### src/rtl/on_clk_fifo_pkg.sv
// Shared constants and types for the on_clk_fifo single-clock FIFO.
// Optional build macro: ON_CLK_FIFO_ERR_FLAG_EN (sticky ovf/udf outputs).
package on_clk_fifo_pkg;

    localparam int DEFAULT_DATA_W = 8;
    localparam int DEFAULT_DEPTH  = 16;

    typedef logic [DEFAULT_DATA_W-1:0] data_t;

endpackage

### src/rtl/on_clk_fifo_sync_if.sv
// Producer/consumer bus of the on_clk_fifo_sync FIFO.
// Optional build macro: ON_CLK_FIFO_ERR_FLAG_EN adds the sticky ovf/udf flags.
interface on_clk_fifo_sync_if
    import on_clk_fifo_pkg::*;
#(
    parameter int DATA_W = DEFAULT_DATA_W
);

    logic              write;
    logic              read;
    logic [DATA_W-1:0] iData;
    logic [DATA_W-1:0] oData;
    logic              full;
    logic              empty;
`ifdef ON_CLK_FIFO_ERR_FLAG_EN
    logic              ovf;
    logic              udf;
`endif

`ifdef ON_CLK_FIFO_ERR_FLAG_EN
    modport master (
        output write, read, iData,
        input  oData, full, empty, ovf, udf
    );

    modport slave (
        input  write, read, iData,
        output oData, full, empty, ovf, udf
    );
`else
    modport master (
        output write, read, iData,
        input  oData, full, empty
    );

    modport slave (
        input  write, read, iData,
        output oData, full, empty
    );
`endif

endinterface

### src/rtl/on_clk_fifo_mem.sv
// DEPTH x DATA_W register array: one synchronous write port, one
// combinational read port. Contents are never reset.
module on_clk_fifo_mem
    import on_clk_fifo_pkg::*;
#(
    parameter int DATA_W = DEFAULT_DATA_W,
    parameter int DEPTH  = DEFAULT_DEPTH,
    parameter int ADDR_W = $clog2(DEPTH)
) (
    input  logic              CLK,
    input  logic              we,
    input  logic [ADDR_W-1:0] waddr,
    input  logic [DATA_W-1:0] wdata,
    input  logic [ADDR_W-1:0] raddr,
    output logic [DATA_W-1:0] rdata
);

    logic [DATA_W-1:0] word_arr [DEPTH];

    genvar gi;
    generate
        for (gi = 0; gi < DEPTH; gi++) begin : g_word
            logic [DATA_W-1:0] word_reg;

            // Capture write data when this word is the write target.
            always_ff @(posedge CLK) begin
                if (we && (waddr == ADDR_W'(gi))) begin
                    word_reg <= wdata;
                end
            end

            assign word_arr[gi] = word_reg;
        end
    endgenerate

    assign rdata = word_arr[raddr];

endmodule

### src/rtl/on_clk_fifo_sync.sv
// Single-clock synchronous FIFO with registered full/empty flags and a
// registered read-data output. Writes while full and reads while empty are
// silently dropped. RSTn is synchronous and asserted high.
// Optional build macro: ON_CLK_FIFO_ERR_FLAG_EN adds sticky ovf/udf outputs.
module on_clk_fifo_sync
    import on_clk_fifo_pkg::*;
#(
    parameter int DATA_W = DEFAULT_DATA_W,
    parameter int DEPTH  = DEFAULT_DEPTH,
    parameter int ADDR_W = $clog2(DEPTH)
) (
    input  logic              CLK,
    input  logic              RSTn,
    on_clk_fifo_sync_if.slave bus
);

    localparam logic [ADDR_W:0]   FULL_COUNT = (ADDR_W+1)'(DEPTH);
    localparam logic [ADDR_W:0]   CNT_ONE    = (ADDR_W+1)'(1);
    localparam logic [ADDR_W-1:0] PTR_ONE    = ADDR_W'(1);

    logic [ADDR_W-1:0] wptr_reg;
    logic [ADDR_W-1:0] rptr_reg;
    logic [ADDR_W:0]   count_reg;
    logic [ADDR_W:0]   count_next;
    logic              full_reg;
    logic              empty_reg;
    logic [DATA_W-1:0] odata_reg;
    logic [DATA_W-1:0] rd_word;
    logic              wr_en;
    logic              rd_en;
    logic              mem_we;

    // Accepted strobes use the registered flags seen at this edge.
    assign wr_en  = bus.write & ~full_reg;
    assign rd_en  = bus.read  & ~empty_reg;
    assign mem_we = wr_en & ~RSTn;

    on_clk_fifo_mem #(
        .DATA_W (DATA_W),
        .DEPTH  (DEPTH),
        .ADDR_W (ADDR_W)
    ) u_mem (
        .CLK   (CLK),
        .we    (mem_we),
        .waddr (wptr_reg),
        .wdata (bus.iData),
        .raddr (rptr_reg),
        .rdata (rd_word)
    );

    // Occupancy moves only when exactly one side is accepted.
    always_comb begin
        count_next = count_reg;
        if (wr_en && !rd_en) begin
            count_next = count_reg + CNT_ONE;
        end else if (rd_en && !wr_en) begin
            count_next = count_reg - CNT_ONE;
        end
    end

    // Pointers, occupancy, flags and read data; flags come from the next
    // count so they line up with the pointers after the same edge.
    always_ff @(posedge CLK) begin
        if (RSTn) begin
            wptr_reg  <= '0;
            rptr_reg  <= '0;
            count_reg <= '0;
            full_reg  <= 1'b0;
            empty_reg <= 1'b1;
            odata_reg <= '0;
        end else begin
            if (wr_en) begin
                wptr_reg <= wptr_reg + PTR_ONE;
            end
            if (rd_en) begin
                rptr_reg  <= rptr_reg + PTR_ONE;
                odata_reg <= rd_word;
            end
            count_reg <= count_next;
            full_reg  <= (count_next == FULL_COUNT);
            empty_reg <= (count_next == '0);
        end
    end

    assign bus.oData = odata_reg;
    assign bus.full  = full_reg;
    assign bus.empty = empty_reg;

`ifdef ON_CLK_FIFO_ERR_FLAG_EN
    logic ovf_reg;
    logic udf_reg;

    // Sticky misuse flags: set on a rejected strobe, cleared only by reset.
    always_ff @(posedge CLK) begin
        if (RSTn) begin
            ovf_reg <= 1'b0;
            udf_reg <= 1'b0;
        end else begin
            if (bus.write && full_reg) begin
                ovf_reg <= 1'b1;
            end
            if (bus.read && empty_reg) begin
                udf_reg <= 1'b1;
            end
        end
    end

    assign bus.ovf = ovf_reg;
    assign bus.udf = udf_reg;
`endif

endmodule

### src/flat_wrapper.sv
// flat-port wrapper written by rule: the top's interface ports become plain ports
module on_clk_fifo_sync_flat import on_clk_fifo_pkg::*;
#(
    parameter int DATA_W = DEFAULT_DATA_W,
    parameter int DEPTH  = DEFAULT_DEPTH,
    parameter int ADDR_W = $clog2(DEPTH)
)
  (CLK, RSTn, bus_write, bus_read, bus_iData, bus_oData, bus_full, bus_empty);
  on_clk_fifo_sync_if #(.DATA_W(DATA_W)) bus_i ();
  input  logic CLK;
  input  logic RSTn;
  input wire logic [$bits(bus_i.write)-1:0] bus_write;
  input wire logic [$bits(bus_i.read)-1:0] bus_read;
  input wire logic [$bits(bus_i.iData)-1:0] bus_iData;
  output wire logic [$bits(bus_i.oData)-1:0] bus_oData;
  output wire logic [$bits(bus_i.full)-1:0] bus_full;
  output wire logic [$bits(bus_i.empty)-1:0] bus_empty;
  assign bus_i.write = bus_write;
  assign bus_i.read = bus_read;
  assign bus_i.iData = bus_iData;
  assign bus_oData = bus_i.oData;
  assign bus_full = bus_i.full;
  assign bus_empty = bus_i.empty;
  on_clk_fifo_sync #(.DATA_W(DATA_W), .DEPTH(DEPTH), .ADDR_W(ADDR_W)) u_core (.CLK(CLK), .RSTn(RSTn), .bus(bus_i));
endmodule
### config.mk
export PLATFORM = sky130hd
export DESIGN_NAME = on_clk_fifo_sync_flat
export DESIGN_NICKNAME = d
export VERILOG_FILES = /design/src/rtl/on_clk_fifo_pkg.sv /design/src/rtl/on_clk_fifo_sync_if.sv /design/src/rtl/on_clk_fifo_mem.sv /design/src/rtl/on_clk_fifo_sync.sv /design/src/flat_wrapper.sv
export SDC_FILE = /design/constraint.sdc
export NUM_CORES = 1
export LEC_CHECK = 0
export ABC_CLOCK_PERIOD_IN_PS = 1800
export CORE_AREA = 2 2 109 111
export CTS_CLUSTER_SIZE = 28
export DETAILED_ROUTE_END_ITERATION = 16
export DIE_AREA = 0 0 111 113
export PLACE_DENSITY_LB_ADDON = 0.05
export SLEW_MARGIN = 20
export SYNTH_ARGS = -nofsm -noshare
export SYNTH_HDL_FRONTEND = slang
export SYNTH_SLANG_ARGS = --single-unit
### constraint.sdc
create_clock -name CLK -period 1.8 [get_ports CLK]
set_input_delay 0.18 -clock CLK [delete_from_list [all_inputs] [get_ports CLK]]
set_output_delay 0.18 -clock CLK [all_outputs]
set_load 0.03 [all_outputs]
# Word-level counts from Yosys, hierarchy flattened
# Cells that the tools add are included.
[word_totals] regBits=151 input_bits=12 out_inout_bits=10
[op_classes] n_addsub=4 order_cmp=1 n_eq_ne=16 muxes=5 bitwise=7 reduce_logical=22
[ops] cell="binary-select mux 8 bit (select 4 bit)" n=1
[ops] cell="== test 4 bit, second input constant" n=8
[ops] cell="logical AND 1 bit" n=18
[ops] cell="== test 4 x 3 -> 1 bit, second input constant" n=4
[ops] cell="2-to-1 mux 8 bit" n=2
[ops] cell="2-to-1 mux 5 bit" n=2
[ops] cell="adder 4 x 1 -> 4 bit, second input constant" n=2
[ops] cell="== test 4 x 2 -> 1 bit, second input constant" n=2
[ops] cell="adder 5 x 1 -> 5 bit, second input constant" n=1
[ops] cell="== test 5 bit, second input constant" n=1
[ops] cell="greater-or-equal comparator 5 bit, second input constant" n=1
[ops] cell="zero test 5 bit" n=1
[ops] cell="NOT 4 -> 5 bit" n=1
[ops] cell="subtractor 5 x 1 -> 5 bit, second input constant" n=1
[ops] cell="== test 4 x 1 -> 1 bit, second input constant" n=1
[ops] cell="zero test 4 bit" n=1
[ops] cell="bitwise AND 1 bit" n=3
[ops] cell="NOT 1 bit" n=3
[ops] cell="zero test 1 bit" n=2

# Longest topological paths before layout
# Gate-level depths: netlist of the first run.
[logic_depth] depth_word=7 depth_mapped=7

# Modules after synthesis
# A second synthesis of the first run with hierarchy kept.
[hier_totals] cells_unflattened=344 hier_area_um2=6043.3
[modules_own_cells] mod="on_clk_fifo_mem" instances=1 cells_each=221 area_each_um2=4987.3 seq_area_each_um2=3843.7
[modules_own_cells] mod="on_clk_fifo_sync" instances=1 cells_each=123 area_each_um2=1056.0 seq_area_each_um2=460.4

# Worst setup path after synthesis of the first run
# OpenSTA, ideal clock, no wires.
[synth_path] path_kind="reg-to-reg" startpoint="register u_core.full_reg (netlist: u_core.bus.full)" endpoint="register u_core.u_mem.g_word[0].word_reg[0] (enable)" setup_ns=0.383 t_arrival_ns=1.554 required_time_ns=1.417 slack_ns=-0.137 stages_incl_launch_ff=5 synth_period_minus_slack_ns=1.937 path_cell_list="dfxtp_1 > nand2b_1 > nor2_1 > nand2_1 > nor3_1"
[synth_via] elab_chain_cells=4
[synth_lines] item="start: declaration" line_no="on_clk_fifo_sync.sv:25" rtl="logic full_reg;"
[synth_lines] item="start signal: assignment" line_no="on_clk_fifo_sync.sv:80" rtl="full_reg <= (count_next == FULL_COUNT);"
[synth_lines] item="NOT 1 bit" line_no="on_clk_fifo_sync.sv:34" rtl="assign wr_en = bus.write & ~full_reg;"
[synth_lines] item="bitwise AND 1 bit" line_no="on_clk_fifo_sync.sv:34"
[synth_lines] item="bitwise AND 1 bit" line_no="on_clk_fifo_sync.sv:36" rtl="assign mem_we = wr_en & ~RSTn;"
[synth_lines] item="logical AND 1 bit" line_no="on_clk_fifo_mem.sv:27" rtl="if (we && (waddr == ADDR_W'(gi))) begin"
[synth_lines] item="end signal: assignment" line_no="on_clk_fifo_mem.sv:28" rtl="word_reg <= wdata;"
[synth_lines] item="end: declaration" line_no="on_clk_fifo_mem.sv:23" rtl="logic [DATA_W-1:0] word_reg;"
# Every way passes these cells.
# A chain may end at the register's enable or synchronous reset.

# Final worst setup path of the first run
[layout_path] startpoint="register u_core.odata_reg[6] (netlist: u_core.bus.oData[6])" endpoint="output port bus_oData[6]"
[layout_rtl] item="start: declaration" line_no="on_clk_fifo_sync.sv:27" rtl="logic [DATA_W-1:0] odata_reg;"
[layout_rtl] item="start signal: assignment" line_no="on_clk_fifo_sync.sv:77" rtl="odata_reg <= rd_word;"
[layout_rtl] item="end: declaration" line_no="flat_wrapper.sv:15" rtl="output wire logic [$bits(bus_i.oData)-1:0] bus_oData;"
# No word-level cell between the ends.

==> run_results.csv, run 1 <==
group,metric,value,unit
setup_path,critical_path.top_delay_family,"buffers and inverters",
job,drv_cap,0,
logic_synthesis,synthAdderAreaFrac,0.0146,
die,num_rows,39,
setup_path,end_kind,"primary output",
logic_synthesis,yosysTopAreaCell,"edfxtp_1",
layout,fillers,822,
power_and_ir_drop,power_density,1100,nW/um^2
worst_hold_path,min_path_type,"reg -> reg",
setup_path,cp_max_fo,2,
placed_design,gp_congestion,0.796,
route,postRouteAntennaNets,0,
route,drtIter0Drc,199,
route,avgViaCountPerCell,5.63,
outcome,status,"complete, no violations",
setup_path,worstSetupPathType,"reg -> out",
die,dieArea,12500,um^2
sta,slew_violations,0,
global_routing,grt_util_all_layers,0.209,
setup_path,critPathRequiredTime,1.62,ns
setup_path,max_stage_delay,0.69,ns
global_routing,gr-total-overflow,0,
logic_synthesis,synth_compound_area_frac,0.0487,
logic_synthesis,ys_warn_count,0,
clock_tree,cts_sinks,151,
sta,finalHoldViolCount,0,
layout,fin_nets,439,
placed_design,portBuffers,21,
logic_synthesis,synth-seq-cells,151,
setup_path,critPathSlowestCell,"clkdlybuf4s50_1",
sta,tightestPinTransition,0.568,ns
setup_path,crit_buf_inv,1,
die,io_pins,22,
global_routing,grt_pass1_wl,19300,um
layout,post-route-util,0.635,
layout,multi_input_area,1560,um^2
clock_tree,post_cts_buffers,0,
logic_synthesis,synth-seq-area-share,0.720,
sta,post-route-min-period,1.64,ns
route,route.detailed.drc,0,
placed_design,dpl.cell_count,544,
layout,drive_gt1_frac,0.212,
sta,setup_viol,0,
die,core,11300,um^2
logic_synthesis,synth_cell_types,40,
setup_path,r2r_slack,0.16,ns
logic_synthesis,synth-simple-area-share,0.0544,
power_and_ir_drop,design_power_total,7.86,mW
logic_synthesis,netlist_area,5980,um^2
die,chipWidth,111,um
power_and_ir_drop,ir_drop,0.643,mV
global_routing,grt_pass1_vias,3379,
logic_synthesis,syn-num-nets,376,
clock_tree,numCtsBuffers,17,
power_and_ir_drop,p_leak,2.32,nW
logic_synthesis,synth-xor-area-share,0.0132,
clock_tree,clk_path_buf_depth,2,
layout,largest_reg_flops,128,
logic_synthesis,synth_top_family_by_area,"multiplexers",
route,wl_per_cell,21.2,um
clock_tree,cts_tree,"yes",
clock_tree,cts-root-buf,"clkbuf_16",
die,start_util,0.531,
die,die_h,113,um
route,dr.pass1.iters,4,
clock_tree,htreeDepth,4,
setup_path,arrival,1.46,ns
layout,fin_cells,576,
route,routed_wl,12200,um
sta,tns,0,ns
logic_synthesis,syn_inst,357,
global_routing,antenna_found_initial,0,
setup_path,worstSetupStartpointType,"flip-flop",
layout,ff_latch_area,4310,um^2
sta,fmax,611,MHz
logic_synthesis,synthMuxAreaShare,0.130,
layout,area_delta_synth_final,19.8,%
route,via_count,3240,
sta,clock_skew,0.0108,ns
global_routing,grt_max_degree,21,
sta,period_share,0.909,
sta,rsz0062_at_grt,"false",
logic_synthesis,synth_top_area_share,0.643,
placed_design,hpwlAfterDp,8080,um
sta,slew_headroom,0.620,
clock_tree,worstSkewPairLatency,0.41,ns
clock_tree,clk_pin_slew_worst_paths,0.06,ns
setup_path,path_cells,"clkdlybuf4s50_1",
layout,antenna_cells,0,
logic_synthesis,synthTopCellsByArea,"edfxtp_1, dfxtp_1, mux4_2",
logic_synthesis,syn_area_per_cell,16.8,um^2
[layer usage]
layer / vias up / part of all wire / track usage
met4: 0 / 0.019 / 0.0817
met2: 83 / 0.49 / 0.339
met3: 17 / 0.049 / 0.0434
met5: - / 0 / 0
met1: 1618 / 0.44 / 0.282
li1: 1522 / - / -
[per-stage QoR]
| stage | cell area, um^2 | hold WS (ns) | setup WS, ns |
|---|---|---|---|
| after global routing | 7160 | 0.491 | 0.0209 |
| after floorplan | 5980 | 0.252 | -0.137 |
| final | 7160 | 0.492 | 0.163 |
| after detailed placement | 6620 | 0.478 | -0.0510 |
| after global placement | 6620 | 0.462 | 0.00694 |
| after CTS | 7160 | 0.485 | 0.0373 |
[area by class of cell]
class,count,area share
clock inverters,12,0.0147
multi-input cells,181,0.218
clock buffers,20,0.0610
well taps,143,0.0250
repair buffers,63,0.0769
inverters,6,0.00314
flip-flops and latches,151,0.601
[final timing paths]
check        depth (start not counted)                               end                        startpoint
max                                  1                      bus_oData[6]  u_core.bus.oData[6]$_SDFFE_PP0P_
min                                  2  u_core.bus.oData[2]$_SDFFE_PP0P_  u_core.bus.oData[2]$_SDFFE_PP0P_
max reg2reg                          4  u_core.bus.oData[4]$_SDFFE_PP0P_   u_core.rptr_reg[1]$_SDFFE_PP0P_
min reg2reg                          2  u_core.bus.oData[2]$_SDFFE_PP0P_  u_core.bus.oData[2]$_SDFFE_PP0P_
[kinds of logic after synthesis]
family | Yosys count
DFF | 151
and+or+nand+nor | 69
muxes | 55
AOI/OAI and AO/OA | 41
buffers and inverters | 25
xor gates and xnor gates | 9
adders and majority gates | 7
[placed cells by master (no fill, tap or decap), types with 2 or more instances in the layout]
master	synthesis	layout
edfxtp_1	128	128
buf_4	3	40
mux2i_1	36	36
nor2_1	24	23
clkdlybuf4s50_1	0	21
dfxtp_1	23	21
mux4_2	18	18
clkbuf_16	0	17
a22oi_1	15	15
nand2_1	13	13
nor3_1	8	8
a32oi_1	7	7
ha_1	7	7
inv_1	6	6
clkinvlp_4	0	6
o21ai_0	5	5
nand3_1	5	5
xor2_1	5	5
nand2b_1	4	4
nor2b_1	4	4
and3_1	4	4
xnor2_1	4	4
o21ai_1	3	3
a21oi_1	3	3
clkbuf_1	5	3
and2_1	2	2
clkinv_1	0	2
buf_12	0	2
dfxtp_2	0	2
[timing repair]
action | 4_1_cts | 5_1_grt
gates resized for setup | 0 | 2
setup endpoints to repair | 0 | 7
hold buffers | 0 | 0
endpoints found under the hold margin | 0 | 0
[synth_stat cells]
| cell type | n |
|---|---|
| xnor2_1 | 4 |
| a2bb2oi_1 | 1 |
| o21a_1 | 1 |
| o21ai_1 | 3 |
| nor2_1 | 24 |
| nor4_1 | 1 |
| clkbuf_2 | 1 |
| nor2b_1 | 4 |
| a311oi_1 | 1 |
| buf_1 | 2 |
| and3_1 | 4 |
| clkbuf_1 | 5 |
| mux4_2 | 18 |
| mux2i_1 | 36 |
| o31ai_1 | 1 |
| nand3_1 | 5 |
| a31oi_1 | 1 |
| ha_1 | 7 |
| buf_2 | 8 |
| buf_4 | 3 |
| a21boi_0 | 1 |
| nand2b_1 | 4 |
| inv_1 | 6 |
| xor2_1 | 5 |
| edfxtp_1 | 128 |
| or3_1 | 1 |
| and2_1 | 2 |
| a32oi_1 | 7 |
| nor3_1 | 8 |
| a21oi_1 | 3 |
| nand2_1 | 13 |
| o32ai_1 | 1 |
| o21ai_0 | 5 |
| nand2_2 | 1 |
| a22oi_1 | 15 |
| nand4_1 | 1 |
| a211oi_1 | 1 |
| and3b_1 | 1 |
| mux2_2 | 1 |
| dfxtp_1 | 23 |
[where the power goes]
group	switching [mW]	internal (mW)	total, mW
combinational	0.395	0.301	0.696
clock	1.33	1.89	3.22
sequential	0.0684	3.87	3.94
Power figures use the tool's default switching activity.
==> run 2: changes to the inputs <==
PLACE_DENSITY = 0.77   (was default)
PLACE_DENSITY_LB_ADDON = default   (was 0.05)
RECOVER_POWER = 25   (was default)
SKIP_LAST_GASP = 1   (was default)
==> run 2 against run 1 <==
Critical path depth rose by 3; largest cell class unchanged; largest power group unchanged; clock power is 9.0% higher; critical path type is now reg -> reg; sequential share of layout area rose by 0.40 points; non-clock buffer count down 13; final cell count down 2.3%.
==> run_results.csv, run 2 (synthesis gave the netlist of run 1 again) <==
group,metric,value,unit
setup_path,r2r_slack,0.10,ns
sta,post-route-min-period,1.70,ns
placed_design,placed_area,6520,um^2
layout,fin_cells,563,
global_routing,grt_util_all_layers,0.201,
setup_path,end_kind,"flip-flop",
setup_path,path_cells,"buf_12 > mux4_2 > mux2i_2 > o21ai_0",
die,io_pins,22,
placed_design,hpwlAfterDp,7530,um
worst_hold_path,hold_path_end,"u_core.bus.oData[4]$_SDFFE_PP0P_",
placed_design,dpl.cell_count,531,
setup_path,rr_worst_depth,4,
die,num_rows,39,
sta,hold_slack,0.517,ns
worst_hold_path,min_path_type,"reg -> reg",
global_routing,grt_max_degree,21,
sta,fmax,589,MHz
route,via_count,3298,
placed_design,portBuffers,21,
die,die_h,113,um
global_routing,grt_pass1_vias,3357,
global_routing,grt_pass1_wl,18400,um
layout,fin_area,7120,um^2
layout,fillers,766,
clock_tree,cts_sinks,151,
die,start_util,0.531,
sta,tightestPinTransition,0.658,ns
setup_path,crit_buf_inv,1,
outcome,status,"complete, no violations",
die,dieArea,12500,um^2
route,avgViaCountPerCell,5.86,
setup_path,critical_path.top_delay_family,"multiplexers",
die,core,11300,um^2
layout,layout_commonest_cell,"edfxtp_1",
layout,antenna_cells,0,
sta,period_share,0.943,
layout,fin_nets,426,
clock_tree,worstSkewPairLatency,0.42,ns
power_and_ir_drop,p_leak,2.31,nW
die,chipWidth,111,um
route,routed_wl,11800,um
clock_tree,cts-root-buf,"clkbuf_16",
sta,setup_viol,0,
worst_hold_path,whs_path_depth,2,
layout,multi_input_area,1570,um^2
route,wl_per_cell,21.0,um
clock_tree,ctsHoldBuffers,0,
sta,slew_violations,0,
route,route.detailed.drc,0,
setup_path,worstSetupStartpointType,"flip-flop",
route,postRouteAntennaNets,0,
setup_path,worstSetupPathType,"reg -> reg",
clock_tree,cts_tree,"yes",
global_routing,antenna_found_initial,0,
setup_path,rr_endpoint,"u_core.bus.oData[7]$_SDFFE_PP0P_",
layout,area_delta_synth_final,19.0,%
placed_design,gp_congestion,0.804,
layout,drive_gt1_frac,0.198,
clock_tree,numCtsBuffers,17,
route,drtIter0Drc,316,
power_and_ir_drop,power_density,1140,nW/um^2
clock_tree,clk_path_buf_depth,2,
power_and_ir_drop,ir_drop,0.981,mV
clock_tree,htreeDepth,4,
job,drv_cap,0,
worst_hold_path,hold_start,"u_core.bus.oData[4]$_SDFFE_PP0P_",
sta,clock_skew,0.00790,ns
clock_tree,clk_pin_slew_worst_paths,0.06,ns
global_routing,gr-total-overflow,0,
layout,ff_latch_area,4310,um^2
setup_path,timing.rr.start,"u_core.rptr_reg[1]$_SDFFE_PP0P_",
setup_path,max_stage_delay,0.57,ns
layout,largest_reg_flops,128,
sta,rsz0062_at_grt,"false",
route,dr.pass1.iters,5,
setup_path,critPathRequiredTime,2.09,ns
setup_path,arrival,1.99,ns
sta,slew_headroom,0.560,
setup_path,cp_max_fo,20,
setup_path,critPathSlowestCell,"mux4_2",
layout,final_cell_mix,"edfxtp_1, mux2i_1, buf_4, nor2_1, dfxtp_1",
sta,finalHoldViolCount,0,
## run 2: changes by cell type in the layout (fill, tap and decap cells not counted), sizes merged
| cell | previous run | this run |
|---|---|---|
| clkinvlp | 6 | 0 |
| dlygate4sd3 | 0 | 5 |
| bufinv | 1 | 3 |
| clkdlybuf4s50 | 21 | 16 |
| clkinv | 4 | 9 |
| clkbuf | 20 | 19 |
| buf | 42 | 29 |
## run 2: final cells by class
cell class / instances / area share
Tap cell: 143 / 0.0251
Multi-Input combinational cell: 181 / 0.220
Inverter: 6 / 0.00317
Clock inverter: 13 / 0.0218
Sequential cell: 151 / 0.605
Clock buffer: 19 / 0.0608
Timing Repair Buffer: 50 / 0.0637
## run 2: tightest hold or removal path: cells and delay by family (launching register included)
family             cells  cell delay, ns
DFF                    1            0.36
AOI/OAI and AO/OA      2            0.12
## run 2: routing by layer
layer,global-route usage,share of wire,wire length [um],vias up
met4,0.0775,0.018,208,0
met2,0.340,0.51,6070,99
met5,0,0,0,-
met3,0.0562,0.059,698,18
li1,-,-,-,1500
met1,0.249,0.41,4820,1681
## run 2: repair_timing
action,in CTS,in global routing
setup endpoints to repair,3,5
setup buffers,0,0
hold endpoints to repair,0,0
resized for setup,1,2
## run 2: per-stage QoR
step           setup TNS, ns  worst slack [ns]   util  total power, mW
5_1_grt                    0           0.00274  0.631             8.40
3_5_place_dp          -0.912           -0.0789  0.578             4.68
2_1_floorplan          -4.39            -0.137      -             4.41
6_report                   0             0.102  0.631             8.12
3_3_place_gp               0           0.00485  0.578             4.66
4_1_cts                    0            0.0413  0.631             8.18
## run 2: where the power goes
group          internal [mW]  total, mW  leakage, nW  switching, mW
registers               3.87       3.94         1.34         0.0684
logic                  0.285      0.670        0.675          0.385
clock network           2.17       3.51        0.295           1.34
total                   6.33       8.12         2.31           1.79
## run 2: worst max path at each step
stage / cells after the start / endpoint / startpoint
after floorplan: 4 / u_core.u_mem.g_word[0].word_reg[0]$_DFFE_PP_ / u_core.bus.full$_SDFF_PP0_
after global placement: 7 / u_core.bus.full$_SDFF_PP0_ / bus_write
after detailed placement: 6 / u_core.u_mem.g_word[2].word_reg[5]$_DFFE_PP_ / bus_write
after CTS: 4 / u_core.bus.oData[7]$_SDFFE_PP0P_ / u_core.rptr_reg[1]$_SDFFE_PP0P_
after global routing: 4 / u_core.bus.oData[7]$_SDFFE_PP0P_ / u_core.rptr_reg[1]$_SDFFE_PP0P_
final: 4 / u_core.bus.oData[7]$_SDFFE_PP0P_ / u_core.rptr_reg[1]$_SDFFE_PP0P_
==> run 3: changes to the inputs <==
CORE_AREA = 3 3 110 112   (was 2 2 109 111)
DIE_AREA = 0 0 113 115   (was 0 0 111 113)
==> run 3 against run 2 <==
Global-route usage shrank 0.78 points; first-iteration DRC count shrank 10%; cell area increased by 1.1%; non-clock buffer count up 3; hold slack got worse by 0.026 ns; worst setup slack gained 0.027 ns; register-to-register slack better by 0.03 ns.
==> run_results.csv, run 3 (synthesis gave the netlist of run 1 again) <==
group,metric,value,unit
power_and_ir_drop,p_leak,2.34,nW
outcome,status,"complete, no violations",
global_routing,grt_max_degree,31,
setup_path,critical_path.top_delay_family,"compound AO/OA/AOI/OAI gates",
power_and_ir_drop,p_switching,1.79,mW
layout,multi_input_area,1560,um^2
power_and_ir_drop,ir_drop,0.778,mV
clock_tree,clk_pin_slew_worst_paths,0.06,ns
setup_path,r2r_slack,0.13,ns
global_routing,antenna_found_initial,0,
layout,drive_gt1_frac,0.196,
clock_tree,cts-root-buf,"clkbuf_16",
clock_tree,cts_tree,"yes",
setup_path,end_kind,"flip-flop",
power_and_ir_drop,pwr-share-seq,0.469,
placed_design,dp_slack,-0.0596,ns
layout,fin_nets,429,
sta,finalHoldViolCount,0,
die,core,11300,um^2
layout,area_delta_synth_final,20.3,%
sta,tns,0,ns
layout,final_cell_mix,"edfxtp_1, mux2i_1, buf_4, nor2_1, dfxtp_1",
route,route.detailed.drc,0,
sta,clock_skew,0.0127,ns
clock_tree,htreeDepth,4,
die,start_util,0.528,
layout,post-route-util,0.636,
power_and_ir_drop,internal_power,6.63,mW
layout,antenna_cells,0,
sta,fmax,599,MHz
setup_path,critPathRequiredTime,2.09,ns
setup_path,cp_max_fo,7,
global_routing,gr-total-overflow,0,
global_routing,grt_pass1_wl,18700,um
layout,fillers,766,
route,highest_layer,"met4",
global_routing,grt_pass1_vias,3390,
placed_design,portBuffers,21,
power_and_ir_drop,power_density,1170,nW/um^2
power_and_ir_drop,p_comb_frac,0.080,
sta,setup_viol,0,
worst_hold_path,min_path_type,"in -> reg",
clock_tree,worstSkewPairLatency,0.41,ns
clock_tree,ctsHoldBuffers,0,
sta,post-route-min-period,1.67,ns
route,avgViaCountPerCell,5.79,
route,dr.pass1.iters,4,
setup_path,path_cells,"inv_1 > ha_1 > and3_1 > o32ai_1 > o31ai_1",
layout,layout_commonest_cell,"edfxtp_1",
route,postRouteAntennaNets,0,
route,via_count,3277,
route,dr_wl_met2,6200,um
clock_tree,cts_sinks,151,
route,drtIter0Drc,283,
placed_design,hpwlAfterDp,7700,um
clock_tree,clk_path_buf_depth,2,
setup_path,worstSetupStartpointType,"flip-flop",
route,routed_wl,11800,um
global_routing,grt_util_all_layers,0.193,
die,num_rows,39,
sta,tightestPinTransition,0.703,ns
setup_path,max_stage_delay,0.43,ns
sta,slew_violations,0,
setup_path,arrival,1.96,ns
die,io_pins,22,
power_and_ir_drop,power.share.clock,0.451,
setup_path,worstSetupPathType,"reg -> reg",
sta,rsz0062_at_grt,"false",
route,wl_met1,4810,um
sta,slew_headroom,0.530,
placed_design,gp_congestion,0.852,
power_and_ir_drop,p_sw_frac,0.212,
setup_path,crit_buf_inv,1,
sta,worst_slack,0.130,ns
clock_tree,numCtsBuffers,17,
layout,largest_reg_flops,128,
die,die_h,115,um
die,chipWidth,113,um
clock_tree,post_cts_buffers,0,
route,wl_per_cell,20.9,um
layout,ff_latch_area,4310,um^2
setup_path,critPathSlowestCell,"dfxtp_1",
route,route.met3.wl,642,um
job,drv_cap,0,
sta,period_share,0.928,
die,dieArea,13000,um^2
==> run 3: changes by cell type in the layout (fill, tap and decap cells not counted), moves of 2 or more <==
cell / change
bufinv_16: +2
buf_4: +2
clkinvlp_4: +2
clkinv_4: -2
clkbuf_1: +2
clkinv_2: -5
==> run 3: metal layers <==
layer  up-vias  track usage
met5         -            0
met4         0       0.0761
met3        19       0.0405
met2        95        0.324
met1      1662        0.250
li1       1501            -
==> run 3: what timing repair did <==
| action | CTS | global route |
|---|---|---|
| hold endpoints to repair | 0 | 0 |
| endpoints found under the setup margin | 0 | 2 |
| gates resized for setup | 0 | 2 |
==> run 3: cell type report <==
class,count,area share
clock buffer,21,0.0612
clock inverter,11,0.0273
inverter,6,0.00313
multi-input combinational,181,0.217
sequential,151,0.599
tap,143,0.0249
timing repair buffer,53,0.0678
==> run 3: path summary, 6_finish.rpt <==
check	to	from	depth (start not counted)
setup reg to reg	u_core.bus.empty$_SDFF_PP1_	u_core.count_reg[0]$_SDFF_PP0_	5
setup / recovery	u_core.bus.empty$_SDFF_PP1_	u_core.count_reg[0]$_SDFF_PP0_	5
hold reg to reg	u_core.bus.oData[3]$_SDFFE_PP0P_	u_core.bus.oData[3]$_SDFFE_PP0P_	2
hold / removal	u_core.wptr_reg[3]$_SDFFE_PP0P_	RSTn	3
==> run 3: worst min-delay path, delay by kind of cell <==
family	cells	cell delay [ns]
simple gates	1	0.04
buf+inv	2	0.64
==> run 3: per-stage QoR <==
step                      area [um^2]  instances  hold WS [ns]  power (mW)
after floorplan                  5980        357         0.252        4.41
after global placement           6560        534         0.479        4.66
after detailed placement         6560        534         0.486        4.69
after CTS                        7190        566         0.485        8.47
after global routing             7190        566         0.510        8.68
final                            7190        566         0.491        8.42
==> run 3: power groups by stage <==
stage	sequential (mW)	combinational [mW]	clock (mW)
floorplan	4.05	0.358	0
global placement	4.01	0.648	0
detailed placement	4.02	0.670	0
CTS	3.94	0.677	3.85
global route	3.95	0.725	4.01
finish	3.94	0.676	3.80
